[config.mk]
export PLATFORM = sky130hd
export DESIGN_NAME = instruction_fetch_queue
export DESIGN_NICKNAME = d
export VERILOG_FILES = /design/src/rtl/instruction_fetch_queue.sv
export SDC_FILE = /design/constraint.sdc
export NUM_CORES = 1
export LEC_CHECK = 0
export CAP_MARGIN = 20
export CORE_MARGIN = 2
export CORE_UTILIZATION = 45
export CTS_BUF_LIST = sky130_fd_sc_hd__clkbuf_8
export DETAILED_ROUTE_END_ITERATION = 10
export PLACE_DENSITY = 0.76
export SLEW_MARGIN = 10
export SYNTH_ARGS = -nofsm -noshare
export SYNTH_HDL_FRONTEND = slang
export SYNTH_SLANG_ARGS = --single-unit
[constraint.sdc]
create_clock -name clk -period 2.6 [get_ports clk]
set_clock_uncertainty 0.05 [all_clocks]
set_input_delay 0.52 -clock clk [delete_from_list [all_inputs] [get_ports clk]]
set_output_delay 0.52 -clock clk [all_outputs]
set_load 0.03 [all_outputs]
[src/rtl/instruction_fetch_queue.sv]
// Prefetch FIFO feeding the instruction register. Queued words load into ir one edge after IRWrite,
// and an empty queue can bypass memData straight into ir. mem_ready backpressure comes from registered count only.
module instruction_fetch_queue #(
    parameter int WIDTH = 16,
    parameter int DEPTH = 4
) (
    input  logic                       clk,
    input  logic                       rst_n,
    input  logic [WIDTH-1:0]           memData,
    input  logic                       mem_valid,
    output logic                       mem_ready,
    input  logic                       IRWrite,
    input  logic                       flush,
    output logic [WIDTH-1:0]           ir,
    output logic [3:0]                 ir_op,
    output logic                       ir_valid,
    output logic                       load_miss,
    output logic [$clog2(DEPTH+1)-1:0] count
);
    localparam int PW = $clog2(DEPTH);
    localparam int CW = $clog2(DEPTH+1);

    logic [WIDTH-1:0] fifo_q [DEPTH];
    logic [PW-1:0]    head_q, head_d;
    logic [PW-1:0]    tail_q, tail_d;
    logic [CW-1:0]    count_q, count_d;
    logic [WIDTH-1:0] ir_q, ir_d;
    logic             ir_valid_q, ir_valid_d;

    logic empty, push, pop, bypass, miss;

    assign empty  = (count_q == '0);
    assign mem_ready = (count_q != CW'(DEPTH));
    assign bypass = IRWrite && empty && mem_valid && !flush;
    assign push   = mem_valid && mem_ready && !flush && !bypass;
    assign pop    = IRWrite && !empty && !flush;
    assign miss   = IRWrite && empty && !mem_valid && !flush;

    always_comb begin
        head_d     = head_q;
        tail_d     = tail_q;
        count_d    = count_q;
        ir_d       = ir_q;
        ir_valid_d = ir_valid_q;
        if (flush) begin
            head_d     = '0;
            tail_d     = '0;
            count_d    = '0;
            ir_valid_d = 1'b0;
        end else begin
            if (push) begin
                tail_d = tail_q + PW'(1);
            end
            if (pop) begin
                head_d     = head_q + PW'(1);
                ir_d       = fifo_q[head_q];
                ir_valid_d = 1'b1;
            end
            if (bypass) begin
                ir_d       = memData;
                ir_valid_d = 1'b1;
            end
            if (miss) begin
                ir_valid_d = 1'b0;
            end
            if (push && !pop) begin
                count_d = count_q + CW'(1);
            end else if (pop && !push) begin
                count_d = count_q - CW'(1);
            end
        end
    end

    always_ff @(posedge clk or negedge rst_n) begin
        if (!rst_n) begin
            head_q     <= '0;
            tail_q     <= '0;
            count_q    <= '0;
            ir_q       <= '0;
            ir_valid_q <= 1'b0;
        end else begin
            head_q     <= head_d;
            tail_q     <= tail_d;
            count_q    <= count_d;
            ir_q       <= ir_d;
            ir_valid_q <= ir_valid_d;
        end
    end

    // Storage is never read while empty, so it carries no reset.
    always_ff @(posedge clk) begin
        if (push) begin
            fifo_q[tail_q] <= memData;
        end
    end

    // Miss is flagged in the IRWrite cycle itself; held low while in reset.
    assign load_miss = miss && rst_n;
    assign ir        = ir_q;
    assign ir_op     = ir_q[WIDTH-1 -: 4];
    assign ir_valid  = ir_valid_q;
    assign count     = count_q;
endmodule

=== Yosys cells after proc, flatten, opt, wreduce, memory -nomap -nowiden ===
Memory sizes are Yosys's and may differ from the RTL's.
Cells that the tools add are included.

* Bits in registers: 24
* Latch bits: 0
* Memory bits (writable): 64
* Bits in read-only memories: 0
* Output and inout port bits: 26
* Logic and storage cells: 53
* Memories kept: 1

{| class="wikitable"
|+ Memories
! name !! depth !! width !! rd ports !! clocked after Yosys merged registers in !! wr ports !! line !! text
|-
| fifo_q || 4 || 16 || 1 || 0 || 1 || 23 || <nowiki>logic [WIDTH-1:0] fifo_q [DEPTH];</nowiki>
|}

* Add/sub/neg operators: 4
* Multiply operators: 0
* Divide/modulo/power cells: 0
* Magnitude comparators: 0
* Equal/unequal tests: 1
* Shift operators: 0
* Mux-type cells: 15
* Bitwise gates (word level): 1
* Reduce and logical (&&, ||, !) cells: 26

{| class="wikitable"
|+ Operator list
! kind !! number
|-
| $mux W16 || 2
|-
| $logic_and A1 B1 Y1 || 13
|-
| $mux W3 || 3
|-
| $mux W2 || 4
|-
| $logic_not A1 Y1 || 6
|-
| $mux W1 || 6
|-
| $reduce_bool A2 Y1 || 3
|-
| $add A2 B1 Y2 const B || 2
|-
| $reduce_bool A4 Y1 || 1
|-
| $add A3 B1 Y3 const B || 1
|-
| $logic_not A3 Y1 || 1
|-
| $ne A3 B3 Y1 const B || 1
|-
| $reduce_bool A3 Y1 || 1
|-
| $sub A3 B1 Y3 const B || 1
|-
| $reduce_and A2 Y1 || 1
|-
| $not A1 Y1 || 1
|}

=== Longest topological paths before layout ===
Gate-level depths: netlist of run 1.

* Word-level depth: 11
* Depth in mapped cells: 9
* Depth with buffers taken out: 8

=== Worst setup path after synthesis of run 1 ===
Ideal clock, no wire load.

* Kind: input port to flip-flop
* Start: in IRWrite
* End: reg count_q[2], in the netlist count[2]
* Library setup time: 0.148 ns
* Arrival: 1.884 ns
* Data required time: 2.402 ns
* Path slack: 0.517 ns
* Stages: 9
* Path through: buf_4 > nor2_1 > o311ai_4 > a21oi_1 > fa_1 > nand2_1 > nor2_1 > a211oi_1 > a211oi_1

* Longest elaborated chain between the ends: 8
* Elaborated cells between the ends (all ways): 14

{| class="wikitable"
|+ RTL lines
! item !! line !! text
|-
| start, declared || 12 || <nowiki>input logic IRWrite,</nowiki>
|-
| $logic_and A1 B1 Y1 (3 in a row) || 34 || <nowiki>assign bypass = IRWrite && empty && mem_valid && !flush;</nowiki>
|-
| $logic_not A1 Y1 || 35 || <nowiki>assign push = mem_valid && mem_ready && !flush && !bypass;</nowiki>
|-
| $logic_and A1 B1 Y1 || 35 ||
|-
| $logic_and A1 B1 Y1 or $logic_not A1 Y1 (tied branches) || 66, 68 ||
|-
| $mux W3 or $logic_and A1 B1 Y1 (tied branches) || 66, 68 ||
|-
| $mux W3 or $reduce_bool A3 Y1 (tied branches) || n/a ||
|-
| end signal, assigned || 84 || <nowiki>count_q <= count_d;</nowiki>
|-
| end, declared || 26 || <nowiki>logic [CW-1:0] count_q, count_d;</nowiki>
|}

Several ways; a longest one is shown, not always the timed one.
A chain may end at the register's enable or synchronous reset.

=== Worst setup path in the final report of run 1 ===
* Start: in mem_valid
* End: out load_miss

* Longest elaborated chain between the ends: 4

{| class="wikitable"
|+ RTL lines
! item !! line !! text
|-
| start, declared || 10 || <nowiki>input logic mem_valid,</nowiki>
|-
| $logic_not A1 Y1 || 37 || <nowiki>assign miss = IRWrite && empty && !mem_valid && !flush;</nowiki>
|-
| $logic_and A1 B1 Y1 (2 in a row) || 37 ||
|-
| $logic_and A1 B1 Y1 || 98 || <nowiki>assign load_miss = miss && rst_n;</nowiki>
|-
| end, declared || 17 || <nowiki>output logic load_miss,</nowiki>
|}

Every way passes these cells.

==> impl_metrics.py, run 1 <==
metrics = {
    "status": {
        "status": "finished, final reports clean",
    },
    "sta": {
        "finalSetupViolCount": 0,
        "rsz0062_at_grt": "no",
        "slew_headroom": 0.577,
        "max_freq_ghz": 0.425,
        "maxSlewViolCount": 0,
        "finalSetupTns_ns": 0,
        "timing.final.ws_setup_ns": 0.247,
        "final.min_clock_period_ns": 2.35,
        "period_share": 0.905,
        "tightestPinTransition_ns": 0.632,
        "finalHoldViolCount": 0,
    },
    "power_and_ir_drop": {
        "total_leakage_power_nw": 1.65,
        "share_clk_of_total_power": 0.204,
        "pwr-share-comb": 0.360,
        "seq_power_share": 0.436,
        "power-per-cell-area_nw_per_um2": 948,
        "vdd_ir_drop_max_uv": 320,
        "p_switching_w": 0.00146,
        "cell_internal_pwr_w": 0.00285,
        "switching_share": 0.338,
        "fin_total_pwr_w": 0.00431,
    },
    "clock_tree": {
        "hold_buffers": 0,
        "max-clock-path-buffers": 2,
        "post_cts_resize_count": 0,
        "clockRootBuffer": "sky130_fd_sc_hd__clkbuf_8",
        "clk_pin_slew_ns": 0.08,
        "clkLatencyLatePin_ns": 0.35,
        "cts.sinks": 88,
        "post_cts_buffers": 0,
        "numCtsBuffers": 9,
        "cts_tree": "built",
        "h_tree_lvl_count": 3,
    },
    "die": {
        "die_h_um": 95.0,
        "die-width_um": 95.0,
        "rows": 33,
        "boundaryPins": 47,
        "initial_core_util": 0.458,
        "fp.dieArea_um2": 9030,
        "floorplan.core_area_um2": 8130,
    },
    "routing": {
        "vias_per_cell": 5.36,
        "drt_pass1_iterations": 6,
        "ant_nets": 0,
        "drt_drc_violations_left": 0,
        "routed_wirelength_mm": 7.32,
        "drt-wirelength-per-cell_um": 18.0,
        "drt_iter0_drc": 127,
        "dr_vias": 2181,
    },
    "critical_path": {
        "worst-path-max-fanout": 3,
        "criticalPathCategory": "in2out",
        "worst-endpoint-required_ns": 2.03,
        "cp-start-kind": "input port",
        "crit_arrival_ns": 1.78,
        "worstSetupEndpointType": "output port",
    },
    "yosys": {
        "synth_enable_flop_cells": 64,
        "postSynthAreaPerCell_um2": 15.6,
        "number_of_storage_elements_in_the_synthesis_netlist": 88,
        "synthDominantAreaCellType": "sky130_fd_sc_hd__edfxtp_1",
        "post_synthesis_sequential_area_ratio": 0.677,
        "synthesis.area_um2": 3730,
        "most_frequent_cells_after_synthesis": "64 x sky130_fd_sc_hd__edfxtp_1, 24 x sky130_fd_sc_hd__dfrtp_1, 24 x sky130_fd_sc_hd__nand2_1",
        "async_reset_ff_frac": 0.273,
        "syn-instance-count": 239,
        "primary_flip_flop_cell_chosen_by_synthesis_mapping": "sky130_fd_sc_hd__edfxtp_1",
        "most_used_standard_cell_by_instance_count_after_synthesis": "sky130_fd_sc_hd__edfxtp_1",
        "synth_top_cells_by_area": "sky130_fd_sc_hd__edfxtp_1 52%, sky130_fd_sc_hd__dfrtp_1 16%, sky130_fd_sc_hd__mux4_2 9.7%, sky130_fd_sc_hd__a21oi_2 2.8%, sky130_fd_sc_hd__nand2_1 2.4%",
        "yosysUniqueCellTypes": 35,
        "syn-num-nets": 265,
        "yosys_warnings": 0,
        "area_share_of_the_largest_cell_type_after_synthesis": 0.516,
    },
    "grt": {
        "pin_count_of_the_biggest_net_entering_global_routing": 25,
        "grt_pass1_wl_mm": 11.8,
        "overflow": 0,
        "grt_pass1_vias": 2276,
        "antenna_violations_before_repair": 0,
        "grt_usage": 0.178,
    },
    "flow_run": {
        "drv.max_cap_violation_count": 0,
    },
    "finish": {
        "nNetsFinal": 323,
        "syn_to_final_growth_pct": 21.9,
        "n_antenna_cell": 0,
        "fill_cells": 644,
        "drive_above_1_share": 0.219,
        "stdcell_area_um2": 4540,
        "final_cell_count_no_fill": 407,
    },
    "placement": {
        "gp_congestion": 0.756,
        "placedCellCount": 391,
        "detailedPlace.worstSlack_ns": 0.0914,
        "dp.final_hpwl_mm": 4.92,
        "placement.io_buffers": 46,
        "dpl_cell_area_um2": 4360,
    },
    "min_path": {
        "min-delay-path-class": "reg2reg",
    },
}
final cells by class:
class / instances / area [um^2] / share of cell area
clock inverter: 7 / 57.6 / 0.0127
timing repair buffer: 66 / 633 / 0.139
multi-input combinational: 127 / 1060 / 0.232
tap: 105 / 131 / 0.0289
sequential: 88 / 2520 / 0.555
inverter: 5 / 18.8 / 0.00413
clock buffer: 9 / 124 / 0.0273
power groups by stage:
stage               sequential [W]  combinational (W)  clock (W)
finish                     0.00188            0.00155   0.000881
global route               0.00191            0.00167   0.000952
CTS                        0.00188            0.00157   0.000899
detailed placement         0.00191            0.00157          0
global placement           0.00190            0.00154          0
floorplan                  0.00212           0.000839          0
stage by stage:
| stage | util | hold slack [ns] |
|---|---|---|
| CTS | 0.559 | 0.477 |
| floorplan | - | 0.174 |
| detailed placement | 0.536 | 0.444 |
| finish | 0.559 | 0.470 |
| global route | 0.559 | 0.509 |
| global placement | 0.536 | 0.444 |
placed cells by master (no fill, tap or decap), drive strengths merged, types with 2 or more instances in the layout:
master and instances:
a211oi 3, a21oi 25, a32oi 4, and2 4, and3 2, buf 21, clkbuf 9, clkdlybuf4s50 45
clkinv 4, dfrtp 24, edfxtp 64, ha 4, inv 7, mux2 2, mux4 16, nand2 25
nand3 3, nor2 23, nor2b 2, o21ai 2, o31ai 2, xor2 2
sequential cells by signal, indices dropped and copies added (netlist names):
register / flops
ir: 16
head_q: 2
ir_valid: 1
count: 3
tail_q: 2
fifo_q: 64
worst max-delay path, cell delays in order:
cell,delay (ns)
sky130_fd_sc_hd__clkdlybuf4s50_1,0.52
sky130_fd_sc_hd__nor4_1,0.38
sky130_fd_sc_hd__and3_1,0.21
sky130_fd_sc_hd__buf_4,0.16
cells by family after synthesis:
kind of cell	share of synthesized area
adder cells (fa/ha/maj)	0.0188
buffers and inverters	0.0399
AO/OA/AOI/OAI	0.0822
AND/OR/NAND/NOR	0.0725
flip-flops	0.677
multiplexers	0.103
XOR/XNOR	0.00705
layer usage:
metal  wire, um  vias to the layer above  GRT usage
li1           -                     1005          -
met1       3290                     1117      0.233
met2       3660                       45      0.297
met3        251                       14     0.0253
met4        121                        0     0.0809
met5          0                        -          0
worst paths after layout:
kind	startpoint	to	slack [ns]	cells after the start
max in group asynchronous	rst_n	tail_q[1]	1.62	2
hold reg to reg	ir[10]	ir[10]	0.47	2
setup / recovery	mem_valid	load_miss	0.25	4
setup reg to reg	count[1]	count[2]	0.44	7
hold / removal	ir[10]	ir[10]	0.47	2
min in group asynchronous	rst_n	ir[4]	0.61	2
Power figures use the tool's default switching activity.
==> run 2, diff against run 1 <==
--- a/config.mk
+++ b/config.mk
@@ -10,7 +10,7 @@
 export CORE_UTILIZATION = 45
 export CTS_BUF_LIST = sky130_fd_sc_hd__clkbuf_8
 export DETAILED_ROUTE_END_ITERATION = 10
-export PLACE_DENSITY = 0.76
+export PLACE_DENSITY = 0.79
 export SLEW_MARGIN = 10
 export SYNTH_ARGS = -nofsm -noshare
 export SYNTH_HDL_FRONTEND = slang
==> constraint.sdc (replaced) <==
create_clock -name clk -period 1.9 [get_ports clk]
set_clock_uncertainty 0.05 [all_clocks]
set_input_delay 0.38 -clock clk [delete_from_list [all_inputs] [get_ports clk]]
set_output_delay 0.38 -clock clk [all_outputs]
set_load 0.03 [all_outputs]
==> run 2 against run 1 <==
  * The flow now finishes with violations (negative setup slack)
  * Power rose by 45%
  * Sequential share of layout area shrank 3.1 points
  * Combinational power up 56%
  * Worst hold slack worse by 0.057 ns
  * Final cell count is 4.4% higher
  * Final area grew 6.2%
  * Critical path type is now reg2out
  * Largest cell class unchanged
  * Largest power group unchanged
==> impl_metrics.py, run 2 (synthesis results as in run 1) <==
metrics = {
    "status": {
        "status": "complete, but fails checks",
        "failing_checks": "negative setup slack",
    },
    "sta": {
        "timing.final.ws_setup_ns": -0.0528,
        "final.min_clock_period_ns": 1.95,
        "finalSetupViolCount": 3,
        "tightestPinTransition_ns": 0.451,
        "period_share": 1.03,
        "max_freq_ghz": 0.512,
        "slew_headroom": 0.699,
        "finalHoldViolCount": 0,
        "rsz0062_at_grt": "yes",
        "maxSlewViolCount": 0,
    },
    "finish": {
        "stdcell_area_um2": 4820,
        "mostFrequentLayoutCells": "64 x sky130_fd_sc_hd__edfxtp_1, 37 x sky130_fd_sc_hd__clkdlybuf4s50_1, 29 x sky130_fd_sc_hd__buf_4, 23 x sky130_fd_sc_hd__nand2_1",
        "n_antenna_cell": 0,
        "nNetsFinal": 341,
        "syn_to_final_growth_pct": 29.4,
        "largest_register": "fifo_q",
        "final_common_cell": "sky130_fd_sc_hd__edfxtp_1",
        "largest_register_ff_count": 64,
        "drive_above_1_share": 0.328,
    },
    "clock_tree": {
        "h_tree_lvl_count": 3,
        "cts_tree": "built",
        "max-clock-path-buffers": 2,
        "clockRootBuffer": "sky130_fd_sc_hd__clkbuf_8",
        "cts.sinks": 88,
        "clkLatencyLatePin_ns": 0.35,
        "numCtsBuffers": 9,
        "hold_buffers": 0,
        "clk_pin_slew_ns": 0.09,
    },
    "critical_path": {
        "cp-start-kind": "flip-flop",
        "peak_per_stage_delay_on_the_critical_path_ns": 0.42,
        "worst-path-max-fanout": 4,
        "cell_with_the_biggest_individual_delay_on_the_critical_path": "sky130_fd_sc_hd__dfrtp_2",
        "list_of_cells_traversed_by_the_critical_path": "buf_6 -> nor4_4 -> and3_4 -> buf_6",
        "cp_common_cell": "sky130_fd_sc_hd__buf_6",
        "criticalPathCategory": "reg2out",
        "worstReg2RegStart": "count[1]",
        "worstSetupEndpointType": "output port",
        "worst-endpoint-required_ns": 1.47,
        "worstSetupStartpoint": "count[2]",
        "crit_arrival_ns": 1.52,
    },
    "routing": {
        "drt-wirelength-per-cell_um": 17.6,
        "dr_vias": 2262,
        "routed_wirelength_mm": 7.48,
        "drt_pass1_iterations": 4,
        "vias_per_cell": 5.32,
        "drt_drc_violations_left": 0,
        "drt_iter0_drc": 147,
        "ant_nets": 0,
    },
    "power_and_ir_drop": {
        "fin_total_pwr_w": 0.00624,
        "vdd_ir_drop_max_uv": 481,
        "total_leakage_power_nw": 1.80,
        "power-per-cell-area_nw_per_um2": 1290,
    },
    "die": {
        "boundaryPins": 47,
        "floorplan.core_area_um2": 8130,
        "die_h_um": 95.0,
        "initial_core_util": 0.458,
        "die-width_um": 95.0,
        "rows": 33,
        "fp.dieArea_um2": 9030,
    },
    "flow_run": {
        "drv.max_cap_violation_count": 0,
    },
    "min_path": {
        "min-delay-path-class": "in2async",
    },
    "grt": {
        "grt_pass1_vias": 2311,
        "overflow": 0,
        "grt_pass1_wl_mm": 12.0,
        "antenna_violations_before_repair": 0,
        "pin_count_of_the_biggest_net_entering_global_routing": 25,
        "grt_usage": 0.183,
    },
    "placement": {
        "dp.final_hpwl_mm": 5.10,
        "gp_congestion": 0.808,
        "placement.io_buffers": 46,
        "dpl_cell_area_um2": 4510,
    },
}
[run 2: changes by cell type in the layout (fill, tap and decap cells not counted), moves of 3 or more]
cell                              delta
sky130_fd_sc_hd__and2_1              -4
sky130_fd_sc_hd__and2_2              +4
sky130_fd_sc_hd__buf_12              +3
sky130_fd_sc_hd__buf_4              +10
sky130_fd_sc_hd__buf_6               +5
sky130_fd_sc_hd__clkdlybuf4s50_1     -8
sky130_fd_sc_hd__dfrtp_1             -3
sky130_fd_sc_hd__dfrtp_2             +3
sky130_fd_sc_hd__dlygate4sd2_1       +5
[run 2: per-layer routing]
metal,up-vias,GRT usage,part of all wire
met5,-,0,0
li1,1042,-,-
met2,62,0.296,0.51
met1,1147,0.247,0.43
met4,0,0.0700,0.015
met3,11,0.0379,0.046
[run 2: power breakdown]
part	total [W]	internal [W]	switching (W)
Clock	0.00126	0.000610	0.000648
Sequential	0.00256	0.00235	0.000211
Combinational	0.00242	0.00116	0.00126
Total	0.00624	0.00412	0.00212
[run 2: metrics by stage]
stage / std cells / hold slack (ns) / setup WS [ns] / TNS, ns / utilization
2_1_floorplan: 239 / 0.0344 / -0.0413 / -0.0704 / -
3_3_place_gp: 404 / 0.425 / -0.410 / -14.47 / 0.554
3_5_place_dp: 404 / 0.429 / -0.431 / -15.55 / 0.554
4_1_cts: 425 / 0.410 / -0.0767 / -0.0767 / 0.590
5_1_grt: 425 / 0.421 / -0.147 / -0.355 / 0.593
6_report: 425 / 0.412 / -0.0528 / -0.0877 / 0.593
[run 2: worst max-delay path, delay by kind of cell (launching register included)]
kind	cells	cell delay, ns
flops	1	0.42
buf+inv	2	0.25
simple gates	2	0.50
[run 2: worst paths after layout]
path | end | slack [ns] | cells after the start
worst max-delay path | load_miss | -0.05 | 4
worst max register to register | count[1] | -0.02 | 6
max in group asynchronous | count[0] | 1.10 | 2
min in group clk | ir[11] | 0.44 | 2
worst min-delay path | ir[13] | 0.41 | 2
worst min register to register | ir[11] | 0.44 | 2
[run 2: area by class of cell]
class                   count  area, um^2
repair buffers             84         818
multi-input cells         127        1130
inverters                   5        18.8
flip-flops and latches     88        2530
well taps                 105         131
fillers                   616        3310
clock buffers               9         124
clock inverters             7        70.1
[run 2: repair_timing]
item	CTS	global route
resized for setup	19	10
setup endpoints to repair	9	8
pin swaps	4	4
setup buffers	5	0
==> run 3, diff against run 2 <==
--- a/config.mk
+++ b/config.mk
@@ -7,7 +7,7 @@
 export LEC_CHECK = 0
 export CAP_MARGIN = 20
 export CORE_MARGIN = 2
-export CORE_UTILIZATION = 45
+export CORE_UTILIZATION = 52
 export CTS_BUF_LIST = sky130_fd_sc_hd__clkbuf_8
 export DETAILED_ROUTE_END_ITERATION = 10
 export PLACE_DENSITY = 0.79
==> run 3 against run 2 <==
  * Largest cell class unchanged
  * Largest power group unchanged
  * Worst hold slack improved by 0.0045 ns
  * Final area rose by 0.93%
  * Routed wire length rose by 6.1%
  * Combinational power rose by 5%
  * Clock power fell by 3%
  * Worst setup slack got worse by 0.076 ns
  * The flow still finishes with violations (negative setup slack)
==> impl_metrics.py, run 3 (synthesis results as in run 1) <==
metrics = {
    "clock_tree": {
        "clkLatencyLatePin_ns": 0.35,
        "cts_tree": "built",
        "cts.sinks": 88,
        "h_tree_lvl_count": 3,
        "max-clock-path-buffers": 2,
        "clockRootBuffer": "sky130_fd_sc_hd__clkbuf_8",
        "numCtsBuffers": 9,
        "clk_pin_slew_ns": 0.10,
    },
    "routing": {
        "vias_per_cell": 5.51,
        "ant_nets": 0,
        "drt-wirelength-per-cell_um": 18.9,
        "routed_wirelength_mm": 7.94,
        "drt_iter0_drc": 164,
        "drt_pass1_iterations": 4,
        "drt_drc_violations_left": 0,
        "dr_vias": 2314,
    },
    "finish": {
        "n_antenna_cell": 0,
        "final_common_cell": "sky130_fd_sc_hd__edfxtp_1",
        "largest_register_ff_count": 64,
        "fill_cells": 425,
        "nNetsFinal": 345,
        "drive_above_1_share": 0.352,
        "syn_to_final_growth_pct": 30.6,
        "mostFrequentLayoutCells": "64 x sky130_fd_sc_hd__edfxtp_1, 39 x sky130_fd_sc_hd__clkdlybuf4s50_1, 34 x sky130_fd_sc_hd__buf_4, 23 x sky130_fd_sc_hd__nand2_1, 21 x sky130_fd_sc_hd__dfrtp_1",
        "largest_register": "fifo_q",
        "final_cell_count_no_fill": 420,
    },
    "die": {
        "fp.dieArea_um2": 7860,
        "die_h_um": 88.7,
        "initial_core_util": 0.543,
        "boundaryPins": 47,
        "floorplan.core_area_um2": 6870,
        "rows": 30,
        "die-width_um": 88.7,
    },
    "sta": {
        "maxSlewViolCount": 0,
        "final.min_clock_period_ns": 2.03,
        "slew_headroom": 0.746,
        "finalHoldViolCount": 0,
        "max_freq_ghz": 0.493,
        "tightestPinTransition_ns": 0.380,
        "timing.final.ws_setup_ns": -0.128,
        "period_share": 1.07,
        "finalSetupViolCount": 3,
        "rsz0062_at_grt": "yes",
    },
    "grt": {
        "grt_usage": 0.216,
        "overflow": 0,
        "grt_pass1_wl_mm": 12.3,
        "antenna_violations_before_repair": 0,
        "pin_count_of_the_biggest_net_entering_global_routing": 25,
        "grt_pass1_vias": 2395,
    },
    "placement": {
        "placement.io_buffers": 46,
        "dp.final_hpwl_mm": 5.14,
        "detailedPlace.worstSlack_ns": -0.429,
        "gp_congestion": 0.729,
        "placedCellCount": 394,
    },
    "critical_path": {
        "worst-endpoint-required_ns": 1.47,
        "reg_to_reg_slack_setup_ns": -0.09,
        "ff2ff_path_depth": 6,
        "criticalPathCategory": "reg2out",
        "crit-reg2reg-capture": "count[1]",
        "cp-start-kind": "flip-flop",
        "worstSetupEndpointType": "output port",
        "worst-path-max-fanout": 3,
        "worstReg2RegStart": "count[1]",
        "worstSetupStartpoint": "count[2]",
        "crit_arrival_ns": 1.60,
    },
    "power_and_ir_drop": {
        "total_leakage_power_nw": 1.81,
        "vdd_ir_drop_max_uv": 675,
        "power-per-cell-area_nw_per_um2": 1290,
    },
    "flow_run": {
        "drv.max_cap_violation_count": 0,
    },
    "status": {
        "failing_checks": "negative setup slack",
        "status": "complete, but fails checks",
    },
    "min_path": {
        "min-delay-path-class": "in2async",
    },
}
-- run 3: changes by cell type in the layout (fill, tap and decap cells not counted), moves of 2 or more --
cell                              delta
sky130_fd_sc_hd__dlygate4sd2_1       -2
sky130_fd_sc_hd__buf_4               +5
sky130_fd_sc_hd__inv_8               +2
sky130_fd_sc_hd__clkinv_4            +2
sky130_fd_sc_hd__nor2_1              -2
sky130_fd_sc_hd__clkdlybuf4s50_1     +2
sky130_fd_sc_hd__clkinv_2            -2
-- run 3: cell type report --
class	count	area, um^2	area share
clock buffers	9	124	0.0254
clock inverters	7	65.1	0.0134
inverters	5	18.8	0.00386
multi-input cells	127	1170	0.240
flip-flops and latches	88	2530	0.519
well taps	96	120	0.0247
repair buffers	88	847	0.174
-- run 3: critical path: stages, from the launching register on --
cell                      delay (ns)
sky130_fd_sc_hd__dfrtp_2        0.46
sky130_fd_sc_hd__buf_6          0.14
sky130_fd_sc_hd__nor4_4         0.28
sky130_fd_sc_hd__and3_1         0.23
sky130_fd_sc_hd__buf_6          0.14
-- run 3: power breakdown --
part           leakage [nW]  switching, W  internal [W]
Sequential            0.862      0.000187       0.00235
Clock                0.0938      0.000715      0.000505
Combinational         0.857       0.00134       0.00120
-- run 3: routing by layer --
| layer | wire, um | up-vias | track usage | part of all wire |
|---|---|---|---|---|
| met5 | 0 | - | 0 | 0 |
| met4 | 96 | 0 | 0.0826 | 0.012 |
| met3 | 352 | 10 | 0.0308 | 0.044 |
| met1 | 3380 | 1185 | 0.288 | 0.43 |
| li1 | - | 1055 | - | - |
| met2 | 4110 | 64 | 0.362 | 0.52 |
-- run 3: what timing repair did --
| item | CTS | global route |
|---|---|---|
| gates resized for setup | 14 | 19 |
| buffers inserted | 7 | 3 |
| hold buffers | 0 | 0 |
| pin swaps | 4 | 5 |
| setup endpoints to repair | 13 | 14 |
-- run 3: worst max path at each step --
stage	endpoint	slack, ns	cells after the start
6_report	load_miss	-0.13	4
5_1_grt	load_miss	-0.20	4
4_1_cts	load_miss	-0.09	4
3_5_place_dp	count[1]	-0.43	7
3_3_place_gp	count[1]	-0.40	7
2_1_floorplan	count[1]	-0.04	7
-- run 3: through the flow --
stage	utilization	area (um^2)	total power [W]	hold slack [ns]	TNS, ns
after floorplan	-	3750	0.00407	0.0344	-0.0704
after global routing	0.709	4870	0.00661	0.428	-0.922
after detailed placement	0.652	4480	0.00487	0.432	-16.15
after CTS	0.695	4780	0.00620	0.396	-0.143
final	0.709	4870	0.00630	0.417	-0.308
after global placement	0.652	4480	0.00481	0.436	-14.63
